File: config.mk
export PLATFORM = sky130hd
export DESIGN_NAME = enigma_lampboard
export DESIGN_NICKNAME = d
export VERILOG_FILES = /design/src/rtl/enigma_lampboard.sv
export SDC_FILE = /design/constraint.sdc
export NUM_CORES = 1
export LEC_CHECK = 0
export ABC_AREA = 0
export BUFFER_PORTS_ARGS = -buffer_cell sky130_fd_sc_hd__buf_2
export CORE_ASPECT_RATIO = 0.75
export CORE_MARGIN = 3
export CORE_UTILIZATION = 40
export CTS_CLUSTER_DIAMETER = 60
export DETAILED_ROUTE_END_ITERATION = 16
export PLACE_DENSITY_LB_ADDON = 0.1
export SYNTH_ARGS = -nofsm -noshare
export SYNTH_HDL_FRONTEND = slang
export SYNTH_SLANG_ARGS = --single-unit
File: constraint.sdc
create_clock -name clk -period 2.8 [get_ports clk]
set_input_delay 0.14 -clock clk [delete_from_list [all_inputs] [get_ports clk]]
set_output_delay 0.14 -clock clk [all_outputs]
set_load 0.005 [all_outputs]
File: src/rtl/enigma_lampboard.sv
// Lampboard output stage for the enigma core: detects fresh keypresses, samples the cipher
// letter after a settle delay, formats it as ASCII in groups and queues it for a byte consumer.

module enigma_lampboard #(
  parameter int unsigned DEPTH  = 8,
  parameter int unsigned GROUP  = 5,
  parameter int unsigned SETTLE = 1
) (
  input  logic        clk,
  input  logic        restart,
  input  logic [4:0]  key,
  input  logic [4:0]  cipher,
  output logic [7:0]  tx_data,
  output logic        tx_valid,
  input  logic        tx_ready,
  output logic        overflow,
  output logic [15:0] letter_count
);

  localparam int unsigned AW = $clog2(DEPTH);
  localparam int unsigned GW = $clog2(GROUP + 1);

  localparam logic [4:0] NoKey   = 5'd31;
  localparam logic [4:0] LastKey = 5'd25;
  localparam logic [7:0] Space   = 8'h20;

  // ---------------------------------------------------------------------------
  // Press detection
  // ---------------------------------------------------------------------------
  logic [4:0] key_q;
  logic       press;

  assign press = (key <= LastKey) && (key_q == NoKey);

  // ---------------------------------------------------------------------------
  // Settle pipeline: each stage carries a press flag and the key that formed it
  // ---------------------------------------------------------------------------
  logic [SETTLE-1:0] dly_q, dly_d;
  logic [4:0]        press_key_q [SETTLE];
  logic [4:0]        press_key_d [SETTLE];
  logic              capture;

  always_comb begin
    dly_d          = '0;
    dly_d[0]       = press;
    press_key_d[0] = key;
    for (int i = 1; i < SETTLE; i++) begin
      dly_d[i]       = dly_q[i-1];
      press_key_d[i] = press_key_q[i-1];
    end
  end

  // The registered key must still show the pressed letter when the cipher is sampled.
  assign capture = dly_q[SETTLE-1] && (key_q == press_key_q[SETTLE-1]);

  // ---------------------------------------------------------------------------
  // Conversion and grouping
  // ---------------------------------------------------------------------------
  logic [7:0]    ascii;
  logic [GW-1:0] group_cnt_q, group_cnt_d;
  logic          pend_valid_q, pend_valid_d;
  logic [7:0]    pend_byte_q, pend_byte_d;
  logic [15:0]   letter_count_q, letter_count_d;
  logic          wr_en;
  logic [7:0]    wr_byte;

  assign ascii = (cipher <= LastKey) ? (8'h41 + {3'b000, cipher}) : 8'h3F;

  always_comb begin
    group_cnt_d    = group_cnt_q;
    pend_valid_d   = 1'b0;
    pend_byte_d    = pend_byte_q;
    letter_count_d = letter_count_q;
    wr_en          = 1'b0;
    wr_byte        = 8'h00;

    if (pend_valid_q) begin
      wr_en   = 1'b1;
      wr_byte = pend_byte_q;
    end

    if (capture) begin
      letter_count_d = letter_count_q + 16'd1;
      wr_en          = 1'b1;
      if (group_cnt_q == GW'(GROUP)) begin
        // Space goes out now; the letter follows on the next edge.
        wr_byte      = Space;
        pend_valid_d = 1'b1;
        pend_byte_d  = ascii;
        group_cnt_d  = GW'(1);
      end else begin
        wr_byte     = ascii;
        group_cnt_d = group_cnt_q + GW'(1);
      end
    end
  end

  // ---------------------------------------------------------------------------
  // First-word-fall-through FIFO
  // ---------------------------------------------------------------------------
  logic [7:0]  mem_q [DEPTH];
  logic [AW-1:0] wr_ptr_q, wr_ptr_d;
  logic [AW-1:0] rd_ptr_q, rd_ptr_d;
  logic [AW:0]   count_q, count_d;
  logic          full, pop, push;
  logic          overflow_q, overflow_d;

  assign full     = (count_q == (AW + 1)'(DEPTH));
  assign tx_valid = (count_q != '0);
  assign tx_data  = tx_valid ? mem_q[rd_ptr_q] : 8'h00;
  assign pop      = tx_valid && tx_ready;
  // A full FIFO still takes the write when the head leaves on the same edge.
  assign push     = wr_en && (!full || pop);

  always_comb begin
    wr_ptr_d   = wr_ptr_q;
    rd_ptr_d   = rd_ptr_q;
    count_d    = count_q;
    overflow_d = overflow_q;

    if (push) begin
      wr_ptr_d = wr_ptr_q + AW'(1);
    end
    if (pop) begin
      rd_ptr_d = rd_ptr_q + AW'(1);
    end
    if (push && !pop) begin
      count_d = count_q + (AW + 1)'(1);
    end else if (pop && !push) begin
      count_d = count_q - (AW + 1)'(1);
    end
    if (wr_en && !push) begin
      overflow_d = 1'b1;
    end
  end

  always_ff @(posedge clk) begin
    if (push) begin
      mem_q[wr_ptr_q] <= wr_byte;
    end
  end

  // ---------------------------------------------------------------------------
  // State registers
  // ---------------------------------------------------------------------------
  always_ff @(posedge clk or negedge restart) begin
    if (!restart) begin
      key_q          <= NoKey;
      dly_q          <= '0;
      for (int i = 0; i < SETTLE; i++) begin
        press_key_q[i] <= NoKey;
      end
      group_cnt_q    <= '0;
      pend_valid_q   <= 1'b0;
      pend_byte_q    <= 8'h00;
      letter_count_q <= 16'd0;
      wr_ptr_q       <= '0;
      rd_ptr_q       <= '0;
      count_q        <= '0;
      overflow_q     <= 1'b0;
    end else begin
      key_q          <= key;
      dly_q          <= dly_d;
      for (int i = 0; i < SETTLE; i++) begin
        press_key_q[i] <= press_key_d[i];
      end
      group_cnt_q    <= group_cnt_d;
      pend_valid_q   <= pend_valid_d;
      pend_byte_q    <= pend_byte_d;
      letter_count_q <= letter_count_d;
      wr_ptr_q       <= wr_ptr_d;
      rd_ptr_q       <= rd_ptr_d;
      count_q        <= count_d;
      overflow_q     <= overflow_d;
    end
  end

  assign overflow     = overflow_q;
  assign letter_count = letter_count_q;

endmodule

==> flow_summary.yaml, run 1 <==
status:
  status: "completed"
logic_synthesis:
  ys_seq_area_share_pct: 64.8
  ys.flop_type: "edfxtp_1"
  ys_ff_latch: 100
  synth_top_family_by_area: "simple AND/OR/NAND/NOR gates"
  synthXorXnorAreaFrac_pct: 4.48
  synth_fa_ha_area_share_pct: 2.79
  muxShareOfSynthArea_pct: 9.10
  yosysUniqueCellTypes: 49
  synth_area_per_cell_um2: 14.7
  yosys.area_share.simple_pct: 10.4
  syn_inst: 292
  synth_compound_area_share_pct: 6.48
  syn-num-nets: 314
  netlist_area_um2: 4310
  synth_edf_count: 56
  synthArstFlopShare_pct: 44.0
  ys_warn_count: 0
pwr:
  powerDensity_nw_per_um2: 824
  p_leak_nw: 1.98
  peakVddDrop_mv: 0.334
  p_total_w: 0.00419
critical_path:
  path_class: "flop to flop"
  r2r_start: "count_q[1]$_DFFE_PN0P_"
  arrival_ns: 2.90
  worst_setup_path_start_kind: "flop"
  cp_max_fo: 6
  reg2regPathDepth: 9
  rrSetupSlack_ns: 0.12
  cp.required_ns: 3.02
  cp-end-kind: "flop"
  timing.rr.end: "count_q[3]$_DFFE_PN0P_"
placed_design:
  gp_congestion: 0.726
  port_buffers: 37
  dpl_cell_area_um2: 4680
  place_ws_ns: 0.119
  dp_hpwl_um: 5600
global_route:
  grt_pass1_wl_um: 13600
  grt_pass1_vias: 2561
  grt_max_degree: 45
  grtUsageTotal_pct: 14.8
  antenna_found_initial: 0
  grt_overflow: 0
timing:
  min_period_ns: 2.68
  worstMarginPinSlew_ns: 1.17
  slew_headroom_pct: 21.3
  finalHoldViolCount: 0
  worst_slack_ns: 0.119
  skew_ns: 0.00726
  finalMaxSlewViolations: 0
  timing.final.crit_share_pct: 95.7
  setup_viol: 0
  fin_hold_ws_ns: 0.0621
  max_freq_mhz: 373
clock_tree:
  cts.sinks: 100
  clk_pin_slew_worst_paths_ns: 0.07
  clk-insertion-delay-late_ns: 0.34
  clock_path_buffers: 2
  ctsHtreeMaxLevel: 3
  numCtsBuffers: 9
  cts_tree: "yes"
  cts_root_buf: "clkbuf_16"
route:
  viasPerCell: 5.24
  drt_iter0_drc: 203
  vias: 2563
  drt_pass1_iterations: 4
  drc: 0
  final_antenna_net_count: 0
  post_drt_wl_per_cell_um: 16.6
  wl_um: 8100
hold_path:
  worstHoldPathCells: 2
  min-delay-path-class: "input port to flop"
  min_to: "pend_byte_q[0]$_DFFE_PN0P_"
  hp-start: "cipher[0]"
die:
  dieArea_um2: 12100
  die_y_um: 95.8
  fp-row-count: 32
  ios: 39
  die_x_um: 126
  start_util_pct: 41.5
  coreArea_um2: 10400
finish:
  syn_to_final_growth_pct: 17.9
  design_area_um2: 5080
  drive_gt1_share_pct: 27.5
  nNetsFinal: 370
  num_antenna_cells: 0
job:
  cap_violations: 0
-- power by group --
| part | switching, W | internal [W] |
|---|---|---|
| Combinational | 0.000444 | 0.000563 |
| Clock | 0.000543 | 0.000789 |
| Sequential | 0.000180 | 0.00167 |
-- final cells by class --
class,count,area (um2)
clock buffer,9,225
clock inverter,7,98.8
fill,899,5290
inverter,6,22.5
multi-input combinational,176,1430
sequential,100,2790
tap,136,170
timing repair buffer,55,335
-- cells by family (layout without fill, tap and decap cells) --
| group | after synthesis | count (layout) |
|---|---|---|
| DFF | 100 | 100 |
| and+or+nand+nor | 83 | 83 |
| AOI/OAI and AO/OA | 40 | 40 |
| xor gates and xnor gates | 22 | 22 |
| muxes | 21 | 21 |
| buffers and inverters | 16 | 77 |
| adders and majority gates | 9 | 9 |
| other | 1 | 1 |
-- sequential cells by signal (all words and copies together) (netlist names) --
signal and count:
mem_q 56, letter_count 16, pend_byte_q 7, press_key_q 5, count_q 4, group_cnt_q 3, rd_ptr_q 3, wr_ptr_q 3
dly_q 1, overflow 1, pend_valid_q 1
-- what timing repair did --
action | in CTS | in global routing
gates resized for setup | 0 | 2
buffers inserted | 0 | 2
hold buffers | 6 | 0
endpoints found under the setup margin | 0 | 1
hold endpoints to repair | 12 | 0
-- routing by layer --
layer / wire length [um] / global-route usage, % / share of wire, % / vias up
met5: 0 / 0 / 0 / -
met4: 97 / 5.09 / 1.2 / 0
met3: 423 / 3.61 / 5.2 / 10
met2: 3400 / 21.1 / 42 / 62
met1: 4180 / 22.1 / 52 / 1269
li1: - / - / - / 1222
-- per-stage QoR --
| step | std cells | utilization [%] | TNS (ns) |
|---|---|---|---|
| floorplan | 292 | - | 0 |
| global placement | 465 | 45.1 | 0 |
| detailed placement | 465 | 45.1 | 0 |
| CTS | 487 | 48.8 | 0 |
| global route | 489 | 49.0 | -0.0111 |
| finish | 489 | 49.0 | 0 |
-- worst max-delay path, cell delays in order, from the launching register on --
cell and delay, ns:
dfrtp_2 0.44, or3_2 0.51, o21ai_2 0.16, inv_1 0.07, ha_1 0.20, inv_1 0.13
ha_1 0.31, or4_1 0.54, o211ai_1 0.11, o211ai_1 0.10
-- synth_stat cells (2+ instances only) --
| cell | n | area (um2) |
|---|---|---|
| and3_1 | 2 | 12.5 |
| and4_1 | 3 | 26.3 |
| a22o_1 | 7 | 61.3 |
| nor3_1 | 6 | 30.0 |
| or4_1 | 2 | 15.0 |
| nand4_1 | 7 | 43.8 |
| nand2b_1 | 5 | 31.3 |
| edfxtp_1 | 56 | 1680 |
| a21oi_1 | 6 | 30.0 |
| or3_1 | 3 | 18.8 |
| inv_1 | 5 | 18.8 |
| clkbuf_1 | 4 | 15.0 |
| xnor2_1 | 15 | 131 |
| nand3_1 | 7 | 35.0 |
| o211ai_1 | 6 | 45.0 |
| buf_6 | 2 | 22.5 |
| ha_1 | 8 | 100 |
| nand2_1 | 21 | 78.8 |
| nand3b_1 | 2 | 15.0 |
| mux2_2 | 5 | 56.3 |
| mux2i_1 | 2 | 20.0 |
| nor2b_1 | 2 | 12.5 |
| nor4_1 | 5 | 31.3 |
| buf_2 | 3 | 15.0 |
| dfrtp_1 | 39 | 976 |
| nor2_1 | 12 | 45.0 |
| mux4_2 | 14 | 315 |
| o21ai_0 | 10 | 50.1 |
| a31oi_1 | 3 | 18.8 |
| dfstp_2 | 5 | 131 |
| xor2_1 | 7 | 61.3 |
-- cell usage in the layout (no fill, tap or decap), types with 2 or more instances in the layout --
| cell | n |
|---|---|
| nand3b_1 | 2 |
| clkinvlp_4 | 2 |
| o21ai_0 | 10 |
| nand2_1 | 21 |
| inv_1 | 5 |
| and3_1 | 2 |
| nand2b_1 | 5 |
| or3_1 | 3 |
| nor3_1 | 6 |
| mux2i_1 | 2 |
| buf_2 | 37 |
| mux4_2 | 14 |
| dlygate4sd3_1 | 6 |
| or4_1 | 2 |
| xnor2_1 | 15 |
| and4_1 | 3 |
| nand4_1 | 7 |
| mux2_2 | 5 |
| nand3_1 | 7 |
| dfstp_2 | 5 |
| edfxtp_1 | 56 |
| nor4_1 | 5 |
| ha_1 | 8 |
| o211ai_1 | 6 |
| a31oi_1 | 3 |
| buf_4 | 12 |
| dfrtp_2 | 2 |
| nor2b_1 | 2 |
| nor2_1 | 12 |
| a22o_1 | 7 |
| bufinv_16 | 2 |
| clkbuf_16 | 9 |
| clkinv_1 | 2 |
| xor2_1 | 7 |
| dfrtp_1 | 37 |
| a21oi_1 | 6 |
-- worst max-delay path by stage --
stage | from | to | slack [ns]
floorplan | count_q[0]$_DFFE_PN0P_ | count_q[3]$_DFFE_PN0P_ | 0.1
global placement | count_q[0]$_DFFE_PN0P_ | count_q[3]$_DFFE_PN0P_ | 0.20
detailed placement | count_q[0]$_DFFE_PN0P_ | count_q[3]$_DFFE_PN0P_ | 0.12
CTS | count_q[0]$_DFFE_PN0P_ | count_q[3]$_DFFE_PN0P_ | 0.1
global route | count_q[1]$_DFFE_PN0P_ | count_q[3]$_DFFE_PN0P_ | -0.01
finish | count_q[1]$_DFFE_PN0P_ | count_q[3]$_DFFE_PN0P_ | 0.12
Power figures use the tool's default switching activity.
==> run 2, diff against run 1 <==
--- a/config.mk
+++ b/config.mk
@@ -10,6 +10,7 @@
 export CORE_ASPECT_RATIO = 0.75
 export CORE_MARGIN = 3
 export CORE_UTILIZATION = 40
+export CTS_BUF_LIST = sky130_fd_sc_hd__clkbuf_2 sky130_fd_sc_hd__clkbuf_4 sky130_fd_sc_hd__clkbuf_8
 export CTS_CLUSTER_DIAMETER = 60
 export DETAILED_ROUTE_END_ITERATION = 16
 export PLACE_DENSITY_LB_ADDON = 0.1
==> flow_summary.yaml, run 2 (synthesis results as in run 1) <==
status:
  status: "completed"
route:
  drc: 0
  final_antenna_net_count: 0
  wl_met3_um: 336
  drt_iter0_drc: 206
  viasPerCell: 5.24
  wl_met1_um: 4220
  post_drt_wl_per_cell_um: 16.6
  drt_pass1_iterations: 4
  top_layer: "met4"
  vias: 2560
  wl_um: 8100
  wl_met2_um: 3450
global_route:
  grt_pass1_vias: 2563
  grt_pass1_wl_um: 13600
  grt_max_degree: 45
  antenna_found_initial: 0
  grtUsageTotal_pct: 14.7
  grt_overflow: 0
critical_path:
  path_class: "flop to flop"
  cp-end-kind: "flop"
  cp.required_ns: 3.04
  arrival_ns: 2.92
  worst_setup_path_start_kind: "flop"
  cp_max_fo: 6
timing:
  finalHoldViolCount: 0
  max_freq_mhz: 374
  min_period_ns: 2.67
  worstMarginPinSlew_ns: 1.15
  rsz0062_at_grt: "false"
  finalMaxSlewViolations: 0
  skew_ns: 0.00978
  slew_headroom_pct: 22.6
  finalSetupTns_ns: 0
  timing.final.crit_share_pct: 95.5
  setup_viol: 0
  fin_hold_ws_ns: 0.0421
die:
  coreArea_um2: 10400
  die_y_um: 95.8
  fp-row-count: 32
  start_util_pct: 41.5
  dieArea_um2: 12100
  ios: 39
  die_x_um: 126
job:
  cap_violations: 0
finish:
  seqCellArea_um2: 2790
  syn_to_final_growth_pct: 15.6
  drive_gt1_share_pct: 27.5
  largest_reg_flops: 56
  regMostFlops: "mem_q"
  final_cell_mix: "edfxtp_1, dfrtp_1, buf_2, nand2_1, xnor2_1"
  final_common_cell: "edfxtp_1"
  nNetsFinal: 370
  multi_input_area_um2: 1430
  nFillCells: 917
  num_antenna_cells: 0
pwr:
  powerDensity_nw_per_um2: 776
  peakVddDrop_mv: 0.361
  p_leak_nw: 1.93
clock_tree:
  ctsHtreeMaxLevel: 3
  cts_tree: "yes"
  clk-insertion-delay-late_ns: 0.36
  clock_path_buffers: 2
  clk_pin_slew_worst_paths_ns: 0.09
  cts.sinks: 100
  numCtsBuffers: 9
  cts_root_buf: "clkbuf_8"
hold_path:
  min-delay-path-class: "input port to flop"
placed_design:
  port_buffers: 37
  dp_hpwl_um: 5600
  gp_congestion: 0.726
==> run 2: report_power, final <==
part	leakage, nW	internal, W	switching [W]	total (W)
registers	1.04	0.00167	0.000182	0.00185
logic	0.787	0.000563	0.000445	0.00101
clock network	0.105	0.000509	0.000494	0.00100
==> run 2: timing repair <==
action                                 4_1_cts  5_1_grt
setup endpoints to repair                    0        1
setup buffers                                0        2
endpoints found under the hold margin       44        0
gates resized for setup                      0        2
hold buffers                                 6        0
==> run 2: critical path, cell delays in order (launching register included) <==
cell      delay, ns
dfrtp_2        0.46
or3_2          0.51
o21ai_2        0.16
inv_1          0.07
ha_1           0.19
inv_1          0.13
ha_1           0.31
or4_1          0.54
o211ai_1       0.11
o211ai_1       0.10
==> run 2: cell type report <==
cell class / count / area share (%)
Clock buffer: 9 / 2.49
Clock inverter: 7 / 1.99
Inverter: 6 / 0.453
Multi-Input combinational cell: 176 / 28.8
Sequential cell: 100 / 56.1
Tap cell: 136 / 3.42
Timing Repair Buffer: 55 / 6.74
==> run 2: path summary, 6_finish.rpt <==
kind	cells after the start	slack [ns]	endpoint	start
setup / recovery	9	0.13	count_q[3]$_DFFE_PN0P_	count_q[1]$_DFFE_PN0P_
hold / removal	2	0.04	pend_byte_q[0]$_DFFE_PN0P_	cipher[0]
setup reg to reg	9	0.13	count_q[3]$_DFFE_PN0P_	count_q[1]$_DFFE_PN0P_
hold reg to reg	1	0.47	overflow$_DFFE_PN0P_	overflow$_DFFE_PN0P_
max in group asynchronous	2	1.66	count_q[1]$_DFFE_PN0P_	restart
min in group asynchronous	2	0.48	letter_count[13]$_DFFE_PN0P_	restart
==> run 2: metrics by stage <==
stage | worst slack (ns) | cells | area [um2] | total power, W | util, %
finish | 0.127 | 489 | 4980 | 0.00386 | 48.0
global route | 0.000434 | 489 | 4980 | 0.00413 | 48.0
CTS | 0.0926 | 487 | 4960 | 0.00389 | 47.8
detailed placement | 0.119 | 465 | 4680 | 0.00287 | 45.1
global placement | 0.198 | 465 | 4680 | 0.00286 | 45.1
floorplan | 0.0965 | 292 | 4310 | 0.00258 | -
==> run 2: layer usage <==
| layer | track usage (%) | vias up |
|---|---|---|
| met3 | 3.94 | 8 |
| li1 | - | 1224 |
| met2 | 21.2 | 48 |
| met4 | 4.29 | 0 |
| met5 | 0 | - |
| met1 | 22.0 | 1280 |
